<file path="src/rtl/dm_pkg.sv">
// Shared types and constants for the data-memory port arbiter:
// byte-enable shapes, port indices and the response record.
package dm_pkg;

    localparam logic [3:0] BE_BYTE    = 4'b0001;
    localparam logic [3:0] BE_HALF_LO = 4'b0011;
    localparam logic [3:0] BE_HALF_HI = 4'b1100;
    localparam logic [3:0] BE_WORD    = 4'b1111;

    localparam logic PORT_CPU = 1'b0;
    localparam logic PORT_DMA = 1'b1;

    typedef struct packed {
        logic valid;
        logic port;
        logic err;
        logic we;
    } dm_rsp_t;

    typedef enum logic {
        ST_IDLE = 1'b0,
        ST_RESP = 1'b1
    } dm_state_e;

endpackage

</file>
<file path="src/rtl/dm_port_arbiter_if.sv">
// Two requester ports (CPU = p0, DMA/debug = p1) of the data-memory arbiter.
// master: requester side; slave: arbiter side.
interface dm_port_arbiter_if;

    logic        p0_req;
    logic        p0_we;
    logic [31:0] p0_addr;
    logic [3:0]  p0_be;
    logic [31:0] p0_wdata;
    logic        p0_gnt;
    logic        p0_rvalid;
    logic        p0_err;
    logic [31:0] p0_rdata;

    logic        p1_req;
    logic        p1_we;
    logic [31:0] p1_addr;
    logic [3:0]  p1_be;
    logic [31:0] p1_wdata;
    logic        p1_gnt;
    logic        p1_rvalid;
    logic        p1_err;
    logic [31:0] p1_rdata;

    modport master (
        output p0_req, p0_we, p0_addr, p0_be, p0_wdata,
        input  p0_gnt, p0_rvalid, p0_err, p0_rdata,
        output p1_req, p1_we, p1_addr, p1_be, p1_wdata,
        input  p1_gnt, p1_rvalid, p1_err, p1_rdata
    );

    modport slave (
        input  p0_req, p0_we, p0_addr, p0_be, p0_wdata,
        output p0_gnt, p0_rvalid, p0_err, p0_rdata,
        input  p1_req, p1_we, p1_addr, p1_be, p1_wdata,
        output p1_gnt, p1_rvalid, p1_err, p1_rdata
    );

endinterface

</file>
<file path="src/rtl/dm_be_check.sv">
// Byte-enable shape / alignment check (combinational).
// Ports: addr[1:0], be in; legal out (1 = shape and alignment ok).
module dm_be_check
    import dm_pkg::*;
(
    input  logic [1:0] addr,
    input  logic [3:0] be,
    output logic       legal
);

    always_comb begin
        legal = 1'b0;
        unique case (be)
            BE_BYTE:      legal = (addr == 2'd0);
            BE_BYTE << 1: legal = (addr == 2'd1);
            BE_BYTE << 2: legal = (addr == 2'd2);
            BE_BYTE << 3: legal = (addr == 2'd3);
            BE_HALF_LO:   legal = (addr == 2'd0);
            BE_HALF_HI:   legal = (addr == 2'd2);
            BE_WORD:      legal = (addr == 2'd0);
            default:      legal = 1'b0;
        endcase
    end

endmodule

</file>
<file path="src/rtl/dm_port_arbiter.sv">
// Shares the data memory between CPU (p0) and DMA/debug (p1) ports.
// Ports: clk, reset (sync, active-high), bus (slave), mem_* command,
// mem_rdata, busy. Define DM_ARB_RR_EN for round-robin arbitration.
module dm_port_arbiter
    import dm_pkg::*;
#(
    parameter int unsigned STARVE_LIMIT = 8
) (
    input  logic               clk,
    input  logic               reset,
    dm_port_arbiter_if.slave   bus,
    output logic               mem_en,
    output logic               mem_we,
    output logic [31:0]        mem_addr,
    output logic [3:0]         mem_be,
    output logic [31:0]        mem_wdata,
    input  logic [31:0]        mem_rdata,
    output logic               busy
);

    logic        legal0, legal1;
    logic        win1, gnt0, gnt1;
    logic        sel_legal, sel_we;
    logic [31:0] sel_addr, sel_wdata;
    logic [3:0]  sel_be;
    dm_rsp_t     rsp_q, rsp_d;
    dm_state_e   state_q, state_d;
    logic        rsp_live, rd_ok;

    dm_be_check u_chk0 (
        .addr  (bus.p0_addr[1:0]),
        .be    (bus.p0_be),
        .legal (legal0)
    );

    dm_be_check u_chk1 (
        .addr  (bus.p1_addr[1:0]),
        .be    (bus.p1_be),
        .legal (legal1)
    );

`ifdef DM_ARB_RR_EN
    logic last_q, last_d;

    // On a tie the port not granted last time wins.
    assign win1 = !bus.p0_req || (last_q == PORT_CPU);

    always_comb begin
        last_d = last_q;
        if (gnt1)      last_d = PORT_DMA;
        else if (gnt0) last_d = PORT_CPU;
    end

    always_ff @(posedge clk) begin
        if (reset) last_q <= PORT_DMA;
        else       last_q <= last_d;
    end
`else
    logic [7:0] starve_q, starve_d;

    assign win1 = !bus.p0_req ||
                  (32'(starve_q) >= STARVE_LIMIT);

    always_comb begin
        starve_d = starve_q;
        if (!bus.p1_req || gnt1)    starve_d = '0;
        else if (starve_q != 8'hFF) starve_d = starve_q + 8'd1;
    end

    always_ff @(posedge clk) begin
        if (reset) starve_q <= '0;
        else       starve_q <= starve_d;
    end
`endif

    assign gnt1 = !reset && bus.p1_req && win1;
    assign gnt0 = !reset && bus.p0_req && !gnt1;
    assign bus.p0_gnt = gnt0;
    assign bus.p1_gnt = gnt1;

    always_comb begin
        sel_legal = 1'b0;
        sel_we    = 1'b0;
        sel_addr  = '0;
        sel_be    = '0;
        sel_wdata = '0;
        unique case (1'b1)
            gnt0: begin
                sel_legal = legal0;
                sel_we    = bus.p0_we;
                sel_addr  = bus.p0_addr;
                sel_be    = bus.p0_be;
                sel_wdata = bus.p0_wdata;
            end
            gnt1: begin
                sel_legal = legal1;
                sel_we    = bus.p1_we;
                sel_addr  = bus.p1_addr;
                sel_be    = bus.p1_be;
                sel_wdata = bus.p1_wdata;
            end
            default: ;
        endcase
    end

    // Illegal grants never reach memory; they only produce an err response.
    assign mem_en    = (gnt0 || gnt1) && sel_legal;
    assign mem_we    = mem_en && sel_we;
    assign mem_addr  = mem_en ? {sel_addr[31:2], 2'b00} : '0;
    assign mem_be    = mem_en ? sel_be : '0;
    assign mem_wdata = mem_en ? sel_wdata : '0;

    always_comb begin
        rsp_d       = '0;
        rsp_d.valid = gnt0 || gnt1;
        rsp_d.port  = gnt1;
        rsp_d.err   = rsp_d.valid && !sel_legal;
        rsp_d.we    = sel_we;
    end

    always_comb begin
        state_d = state_q;
        unique case (state_q)
            ST_IDLE: if (rsp_d.valid)  state_d = ST_RESP;
            ST_RESP: if (!rsp_d.valid) state_d = ST_IDLE;
            default: state_d = ST_IDLE;
        endcase
    end

    always_ff @(posedge clk) begin
        if (reset) begin
            state_q <= ST_IDLE;
            rsp_q   <= '0;
        end else begin
            state_q <= state_d;
            rsp_q   <= rsp_d;
        end
    end

    // Outputs are held quiet while reset is asserted, so a response
    // captured just before reset is never seen.
    assign rsp_live = (state_q == ST_RESP) && rsp_q.valid && !reset;
    assign rd_ok    = rsp_live && !rsp_q.err && !rsp_q.we;
    assign busy     = rsp_live;

    assign bus.p0_rvalid = rsp_live && (rsp_q.port == PORT_CPU);
    assign bus.p1_rvalid = rsp_live && (rsp_q.port == PORT_DMA);
    assign bus.p0_err    = bus.p0_rvalid && rsp_q.err;
    assign bus.p1_err    = bus.p1_rvalid && rsp_q.err;
    assign bus.p0_rdata  = (bus.p0_rvalid && rd_ok) ? mem_rdata : '0;
    assign bus.p1_rdata  = (bus.p1_rvalid && rd_ok) ? mem_rdata : '0;

endmodule
</file>
<file path="src/flat_wrapper.sv">
// flat-port wrapper written by rule: the top's interface ports become plain ports
module dm_port_arbiter_flat import dm_pkg::*;
#(
    parameter int unsigned STARVE_LIMIT = 8
)
  (clk, reset, mem_en, mem_we, mem_addr, mem_be, mem_wdata, mem_rdata, busy, bus_p0_req, bus_p0_we, bus_p0_addr, bus_p0_be, bus_p0_wdata, bus_p0_gnt, bus_p0_rvalid, bus_p0_err, bus_p0_rdata, bus_p1_req, bus_p1_we, bus_p1_addr, bus_p1_be, bus_p1_wdata, bus_p1_gnt, bus_p1_rvalid, bus_p1_err, bus_p1_rdata);
  dm_port_arbiter_if bus_i ();
  input  logic clk;
  input  logic reset;
  output logic mem_en;
  output logic mem_we;
  output logic [31:0] mem_addr;
  output logic [3:0] mem_be;
  output logic [31:0] mem_wdata;
  input  logic [31:0] mem_rdata;
  output logic busy;
  input wire logic [$bits(bus_i.p0_req)-1:0] bus_p0_req;
  input wire logic [$bits(bus_i.p0_we)-1:0] bus_p0_we;
  input wire logic [$bits(bus_i.p0_addr)-1:0] bus_p0_addr;
  input wire logic [$bits(bus_i.p0_be)-1:0] bus_p0_be;
  input wire logic [$bits(bus_i.p0_wdata)-1:0] bus_p0_wdata;
  output wire logic [$bits(bus_i.p0_gnt)-1:0] bus_p0_gnt;
  output wire logic [$bits(bus_i.p0_rvalid)-1:0] bus_p0_rvalid;
  output wire logic [$bits(bus_i.p0_err)-1:0] bus_p0_err;
  output wire logic [$bits(bus_i.p0_rdata)-1:0] bus_p0_rdata;
  input wire logic [$bits(bus_i.p1_req)-1:0] bus_p1_req;
  input wire logic [$bits(bus_i.p1_we)-1:0] bus_p1_we;
  input wire logic [$bits(bus_i.p1_addr)-1:0] bus_p1_addr;
  input wire logic [$bits(bus_i.p1_be)-1:0] bus_p1_be;
  input wire logic [$bits(bus_i.p1_wdata)-1:0] bus_p1_wdata;
  output wire logic [$bits(bus_i.p1_gnt)-1:0] bus_p1_gnt;
  output wire logic [$bits(bus_i.p1_rvalid)-1:0] bus_p1_rvalid;
  output wire logic [$bits(bus_i.p1_err)-1:0] bus_p1_err;
  output wire logic [$bits(bus_i.p1_rdata)-1:0] bus_p1_rdata;
  assign bus_i.p0_req = bus_p0_req;
  assign bus_i.p0_we = bus_p0_we;
  assign bus_i.p0_addr = bus_p0_addr;
  assign bus_i.p0_be = bus_p0_be;
  assign bus_i.p0_wdata = bus_p0_wdata;
  assign bus_p0_gnt = bus_i.p0_gnt;
  assign bus_p0_rvalid = bus_i.p0_rvalid;
  assign bus_p0_err = bus_i.p0_err;
  assign bus_p0_rdata = bus_i.p0_rdata;
  assign bus_i.p1_req = bus_p1_req;
  assign bus_i.p1_we = bus_p1_we;
  assign bus_i.p1_addr = bus_p1_addr;
  assign bus_i.p1_be = bus_p1_be;
  assign bus_i.p1_wdata = bus_p1_wdata;
  assign bus_p1_gnt = bus_i.p1_gnt;
  assign bus_p1_rvalid = bus_i.p1_rvalid;
  assign bus_p1_err = bus_i.p1_err;
  assign bus_p1_rdata = bus_i.p1_rdata;
  dm_port_arbiter #(.STARVE_LIMIT(STARVE_LIMIT)) u_core (.clk(clk), .reset(reset), .bus(bus_i), .mem_en(mem_en), .mem_we(mem_we), .mem_addr(mem_addr), .mem_be(mem_be), .mem_wdata(mem_wdata), .mem_rdata(mem_rdata), .busy(busy));
endmodule
</file>
<file path="config.mk">
export PLATFORM = sky130hd
export DESIGN_NAME = dm_port_arbiter_flat
export DESIGN_NICKNAME = d
export VERILOG_FILES = /design/src/rtl/dm_pkg.sv /design/src/rtl/dm_port_arbiter_if.sv /design/src/rtl/dm_be_check.sv /design/src/rtl/dm_port_arbiter.sv /design/src/flat_wrapper.sv
export SDC_FILE = /design/constraint.sdc
export NUM_CORES = 1
export LEC_CHECK = 0
export CAP_MARGIN = 10
export CORE_AREA = 5 5 118 120
export CTS_CLUSTER_DIAMETER = 60
export DETAILED_ROUTE_END_ITERATION = 10
export DIE_AREA = 0 0 123 125
export PLACE_DENSITY = 0.73
export SYNTH_ARGS = -nofsm -noshare
export SYNTH_HDL_FRONTEND = slang
export SYNTH_SLANG_ARGS = --single-unit
</file>
<file path="constraint.sdc">
create_clock -name clk -period 3.6 [get_ports clk]
set_input_delay 0.72 -clock clk [delete_from_list [all_inputs] [get_ports clk]]
set_output_delay 0.72 -clock clk [all_outputs]
set_load 0.02 [all_outputs]
</file>
==> results of run 1 <==
## cells by family after synthesis
group / share of synthesized area, %
AOI/OAI and AO/OA: 32.1
adders and majority gates: 1.21
other: 0.181
buffers and inverters: 11.7
DFF: 11.6
and+or+nand+nor: 43.2
## registers in the layout, summed over array words and instances, names as in the netlist
signal,cells
u_core.starve_q,8
u_core.rsp_q,3
u_core.state_q,1
## critical path: cells and delay by family
kind	cells	cell delay, ps
simple gates	3	730
buf+inv	4	1200
compound gates	1	160
## worst min path at each step
stage                                         start                         endpoint  slack, ps  cells after the start
global placement    u_core.starve_q[0]$_SDFFE_PP0P_  u_core.starve_q[0]$_SDFFE_PP0P_        470                      1
floorplan           u_core.starve_q[0]$_SDFFE_PP0P_  u_core.starve_q[0]$_SDFFE_PP0P_        450                      1
detailed placement  u_core.starve_q[0]$_SDFFE_PP0P_  u_core.starve_q[0]$_SDFFE_PP0P_        490                      1
CTS                 u_core.starve_q[0]$_SDFFE_PP0P_  u_core.starve_q[0]$_SDFFE_PP0P_        500                      1
global route        u_core.starve_q[0]$_SDFFE_PP0P_  u_core.starve_q[0]$_SDFFE_PP0P_        530                      1
finish              u_core.starve_q[0]$_SDFFE_PP0P_  u_core.starve_q[0]$_SDFFE_PP0P_        490                      1
## cell usage after synthesis, types with 2 or more instances
cell / instances / area [um^2]
nor2b_1: 4 / 25.0
o22ai_1: 31 / 194
nor3_1: 3 / 15.0
a2111oi_2: 4 / 60.1
buf_2: 5 / 25.0
nor3b_1: 2 / 15.0
clkbuf_1: 18 / 67.6
nor4_1: 2 / 12.5
and3_1: 2 / 12.5
buf_6: 5 / 56.3
inv_1: 8 / 30.0
a21oi_1: 2 / 10.0
buf_4: 8 / 60.1
nand3_1: 34 / 170
ha_1: 2 / 25.0
nand3b_1: 2 / 15.0
nor2_1: 4 / 15.0
and2_1: 66 / 413
nand2_1: 34 / 128
nand2b_1: 2 / 12.5
or2_1: 2 / 12.5
dfxtp_1: 12 / 240
a32o_1: 36 / 360
## placed cells by master, fill, tap and decap left out, drive strengths merged, types with 3 or more instances in the layout
cell and n:
nand3 34, and2 67, a2111oi 4, buf 37
dlygate4sd2 10, dfxtp 12, conb 6, clkbuf 42
clkdlybuf4s15 20, nor3 3, nor2b 4, nand2 34
inv 9, o22ai 31, a32o 36, nor2 4
clkdlybuf4s50 243, nor4 3
## layer usage
metal	track usage (%)	share of wire [%]	vias to the layer above
met5	0	0	-
met4	3.84	1.9	0
met3	3.61	10	19
met2	31.1	52	204
met1	16.8	36	1695
li1	-	-	1753
## report_power, final
part           switching [W]  internal [W]
logic               0.000174      0.000269
clock network      0.0000565      0.000167
registers         0.00000455      0.000139
total               0.000235      0.000575
## layout make-up
type                    instances  share of cell area [%]
well taps                     176                    3.99
inverters                       9                   0.612
flip-flops and latches         12                    4.35
repair buffers                348                    59.8
clock buffers                   4                    1.61
multi-input cells             249                    29.7
## metrics by stage
step	cells	TNS (ps)	setup slack (ps)	area, um^2
2_1_floorplan	306	0	617	2090
3_3_place_gp	794	-9390	-188	5630
3_5_place_dp	794	-13930	-254	5630
4_1_cts	798	0	1.61	5630
5_1_grt	798	0	0.867	5520
6_report	798	0	62.8	5520
## timing repair
action / CTS / global route
gates cloned: 0 / 0
buffers inserted: 0 / 0
resized for setup: 68 / 98
setup endpoints to repair: 68 / 106
==> run_results.csv, run 1 <==
group,metric,value,unit
status,status,"finished clean",
pwr,power,0.000811,W
layout,nets,799,
critical_path,cp_max_fo,20,
cts,cts_hold_buf,0,
floorplan,design.core.area,0.0129,mm^2
grt,grt_pass1_wl,19.7,mm
layout,nFillCells,1279,
drt,drt_iter0_drc,153,
sta,min_period,3540,ps
grt,antenna_found_initial,0,
layout,antenna_cells,0,
synthesis,ys.flop_type,"dfxtp_1",
placed_design,gp_congestion,0.830,
critical_path,rrSetupSlack,1900,ps
critical_path,worstSetupPathType,"input pin to primary output",
floorplan,pin_count,315,
floorplan,rows,42,
synthesis,yosysSeqAreaShare,11.6,%
layout,final_layout_size_suffix_gt1_share,14.8,%
cts,cts.path.max_buffers,2,
critical_path,r2r_cells,6,
critical_path,critPathRequiredTime,2880,ps
cts,cts_tree,"built",
sta,fmax,283,MHz
critical_path,cp_data_arrival_time,2820,ps
grt,first_global_vias,3796,
cts,clkSinkCount,12,
synthesis,synth_edf_count,0,
critical_path,cp-end-kind,"primary output",
layout,post-route-util,42.9,%
pwr,powerDensity,147,mW/mm^2
critical_path,cp_cell_sequence,"clkdlybuf4s50_1 -> or2_1 -> nor4_1 -> buf_4 -> nor3_4 -> buf_12 -> o22ai_1 -> dlygate4sd2_1",
floorplan,die_w,123,um
cts,cts_buffers,3,
placed_design,dp_hpwl,11.5,mm
drt,routed_wl,13.6,mm
drt,vias,3671,
grt,overflow,0,
pwr,p_leak,2.17,nW
critical_path,r2r_end,"u_core.rsp_q[0]$_SDFF_PP0_",
cts,clk_latency,240,ps
sta,hold_viol_final,0,
synthesis,syn_area_per_cell,6.89,um^2
synthesis,syn_inst,301,
cts,root_buffer,"clkbuf_16",
critical_path,r2r_start,"u_core.starve_q[3]$_SDFFE_PP0P_",
critical_path,cp_slowest_stage_delay,490,ps
drt,drc,0,
worst_hold_path,hp-class,"flop to flop",
sta,timing.final.crit_share,98.3,%
drt,viasPerCell,4.60,
sta,clock-skew-final,2.08,ps
synthesis,yosysWarningCount,0,
run,cap_viol_max_count,0,
critical_path,worst_path_max_delay_cell,"clkdlybuf4s50_1",
critical_path,cp-startpoint,"bus_p1_be[2]",
sta,maxSlewViolCount,0,
layout,register_area,240,um^2
sta,rsz0062_at_grt,"no",
synthesis,synth_cell_type_count,36,
layout,area_growth,166,%
drt,wl_per_cell,17.0,um
synthesis,async_reset_ff_share,0,%
synthesis,netlist_area,0.00207,mm^2
sta,setup_violations,0,
pwr,vdd.ir_drop.worst,0.0846,mV
floorplan,dieHeight,125,um
floorplan,start_util,16.1,%
sta,whs,494,ps
critical_path,critPathCapture,"mem_addr[14]",
critical_path,cp-start-kind,"input pin",
cts,h-tree-depth,1,
drt,first_pass_iters,4,
drt,postRouteAntennaNets,0,
grt,grt_usage,15.9,%
synthesis,synth_seq_cells,12,
placed_design,port_buffers,312,
floorplan,die-area,0.0154,mm^2
grt,grt_max_degree,38,
cts,clkSlewWorstSetupHoldPaths,40,ps
layout,multiInputGateArea,0.00164,mm^2
Power figures use the tool's default switching activity.
==> run 2, diff against run 1 <==
CTS_BUF_LIST = sky130_fd_sc_hd__clkbuf_16   (was unset)
==> run 2 against run 1 <==
- critical path depth down 1
- wire length down 0.10%
- clock skew about the same
- total power down 2.8%
- clock-buffer cell count down 1
- cell area down 0.18%
- sequential power about the same
- critical path type unchanged
- largest cell class unchanged
- highest routed layer unchanged
==> run_results.csv, run 2 (same netlist as run 1, synthesis figures left out) <==
group,metric,value,unit
pwr,cellInternalPower,0.000554,W
drt,wl_per_cell,17.0,um
cts,clkSlewWorstSetupHoldPaths,40,ps
sta,timing.final.crit_share,98.2,%
cts,clkSinkCount,12,
critical_path,worst_path_max_delay_cell,"clkdlybuf4s50_1",
drt,vias,3673,
grt,grt_max_degree,38,
layout,top_regs,"u_core.starve_q x8, u_core.rsp_q x3, u_core.state_q x1",
placed_design,port_buffers,312,
critical_path,cp-start-kind,"input pin",
pwr,p_seq_share,18.3,%
grt,first_global_vias,3801,
layout,top_register,"u_core.starve_q",
drt,first_pass_iters,4,
placed_design,dp_hpwl,11.5,mm
layout,final_cells,798,
drt,drc,0,
run,cap_viol_max_count,0,
grt,grt_pass1_wl,19.7,mm
drt,top_layer,"met4",
pwr,swShare,29.8,%
layout,antenna_cells,0,
critical_path,worstSetupPathType,"input pin to primary output",
sta,whs,495,ps
cts,cts_buffers,3,
drt,viasPerCell,4.60,
critical_path,critPathRequiredTime,2880,ps
cts,cts.path.max_buffers,2,
critical_path,cp_data_arrival_time,2820,ps
cts,cts_tree,"built",
sta,rsz0062_at_grt,"no",
cts,cts_hold_buf,0,
pwr,combPwrFrac,56.2,%
floorplan,die-area,0.0154,mm^2
drt,met3WireLength,1.35,mm
floorplan,design.core.area,0.0129,mm^2
grt,antenna_found_initial,0,
pwr,powerDensity,143,mW/mm^2
sta,fmax,283,MHz
layout,largest_reg_flops,8,
critical_path,cp-end-kind,"primary output",
drt,wl_met2,6.99,mm
floorplan,pin_count,315,
grt,overflow,0,
floorplan,die_w,123,um
layout,final_layout_size_suffix_gt1_share,14.6,%
drt,routed_wl,13.5,mm
critical_path,cp_slowest_stage_delay,490,ps
drt,postRouteAntennaNets,0,
floorplan,start_util,16.1,%
placed_design,place_inst,794,
placed_design,gp_congestion,0.830,
layout,layout_commonest_cell,"clkdlybuf4s50_1",
drt,drt_iter0_drc,166,
grt,grt_usage,15.9,%
layout,area_growth,166,%
pwr,clockPowerShare,25.6,%
layout,post-route-util,42.8,%
status,status,"finished clean",
layout,nets,799,
floorplan,rows,42,
worst_hold_path,hp-class,"flop to flop",
critical_path,cp_cell_sequence,"clkdlybuf4s50_1 -> or2_1 -> a2111oi_2 -> o31a_1 -> buf_12 -> a32o_1 -> dlygate4sd2_1",
cts,h-tree-depth,1,
sta,setup_violations,0,
pwr,p_leak,2.16,nW
pwr,vdd.ir_drop.worst,0.0846,mV
sta,clock-skew-final,2.51,ps
pwr,power_switching,0.000235,W
sta,maxSlewViolCount,0,
cts,root_buffer,"clkbuf_16",
sta,min_period,3540,ps
layout,nFillCells,1282,
floorplan,dieHeight,125,um
layout,layout_common_cells,"clkdlybuf4s50_1 (243), and2_1 (66), clkbuf_2 (38)",
cts,clk_latency,240,ps
critical_path,cp_max_fo,37,
drt,wl_met1,4.93,mm
sta,hold_viol_final,0,
run 2: cell types whose count changed in the layout (fill, tap and decap cells not counted):
cell,delta
clkinv_1,+1
clkbuf_8,-1
run 2: worst max-delay path, delay by kind of cell:
kind | cells | cell delay (ps)
AO/OA/AOI/OAI | 3 | 750
buffers and inverters | 3 | 1030
AND/OR/NAND/NOR | 1 | 300
run 2: final cells by class:
| type | instances | area (um^2) | share of cell area (%) |
|---|---|---|---|
| inverter | 9 | 33.8 | 0.613 |
| clock buffer | 3 | 75.1 | 1.36 |
| tap | 176 | 220 | 3.99 |
| clock inverter | 1 | 3.75 | 0.0681 |
| multi-input combinational | 249 | 1640 | 29.7 |
| sequential | 12 | 240 | 4.36 |
| timing repair buffer | 348 | 3300 | 59.9 |
run 2: worst paths after layout:
kind	from	end	slack (ps)	depth (start not counted)
worst max register to register	u_core.starve_q[3]$_SDFFE_PP0P_	u_core.rsp_q[0]$_SDFF_PP0_	1900	6
worst min register to register	u_core.starve_q[0]$_SDFFE_PP0P_	u_core.starve_q[0]$_SDFFE_PP0P_	500	1
worst min-delay path	u_core.starve_q[0]$_SDFFE_PP0P_	u_core.starve_q[0]$_SDFFE_PP0P_	500	1
worst max-delay path	bus_p1_be[2]	mem_wdata[17]	60	7
run 2: timing repair:
action | 4_1_cts | 5_1_grt
buffers inserted | 0 | 0
setup endpoints to repair | 68 | 106
resized for setup | 68 | 98
run 2: power groups by stage:
stage | clock network (W) | registers (W) | logic, W
after detailed placement | 0 | 0.000146 | 0.000455
after floorplan | 0 | 0.000144 | 0.000142
after global placement | 0 | 0.000146 | 0.000446
after CTS | 0.000207 | 0.000144 | 0.000446
after global routing | 0.000209 | 0.000145 | 0.000471
final | 0.000201 | 0.000144 | 0.000443
run 2: metrics by stage:
stage	TNS [ps]	setup slack (ps)	area (um^2)	total power [W]
3_3_place_gp	-9390	-188	5630	0.000592
2_1_floorplan	0	617	2090	0.000286
3_5_place_dp	-13930	-254	5630	0.000601
4_1_cts	0	1.61	5620	0.000797
5_1_grt	0	0.867	5510	0.000825
6_report	0	64.6	5510	0.000788
run 2: metal layers:
layer	vias up	GRT usage, %
met2	212	31.1
met4	0	3.84
met1	1689	16.8
li1	1753	-
met3	19	3.61
met5	-	0
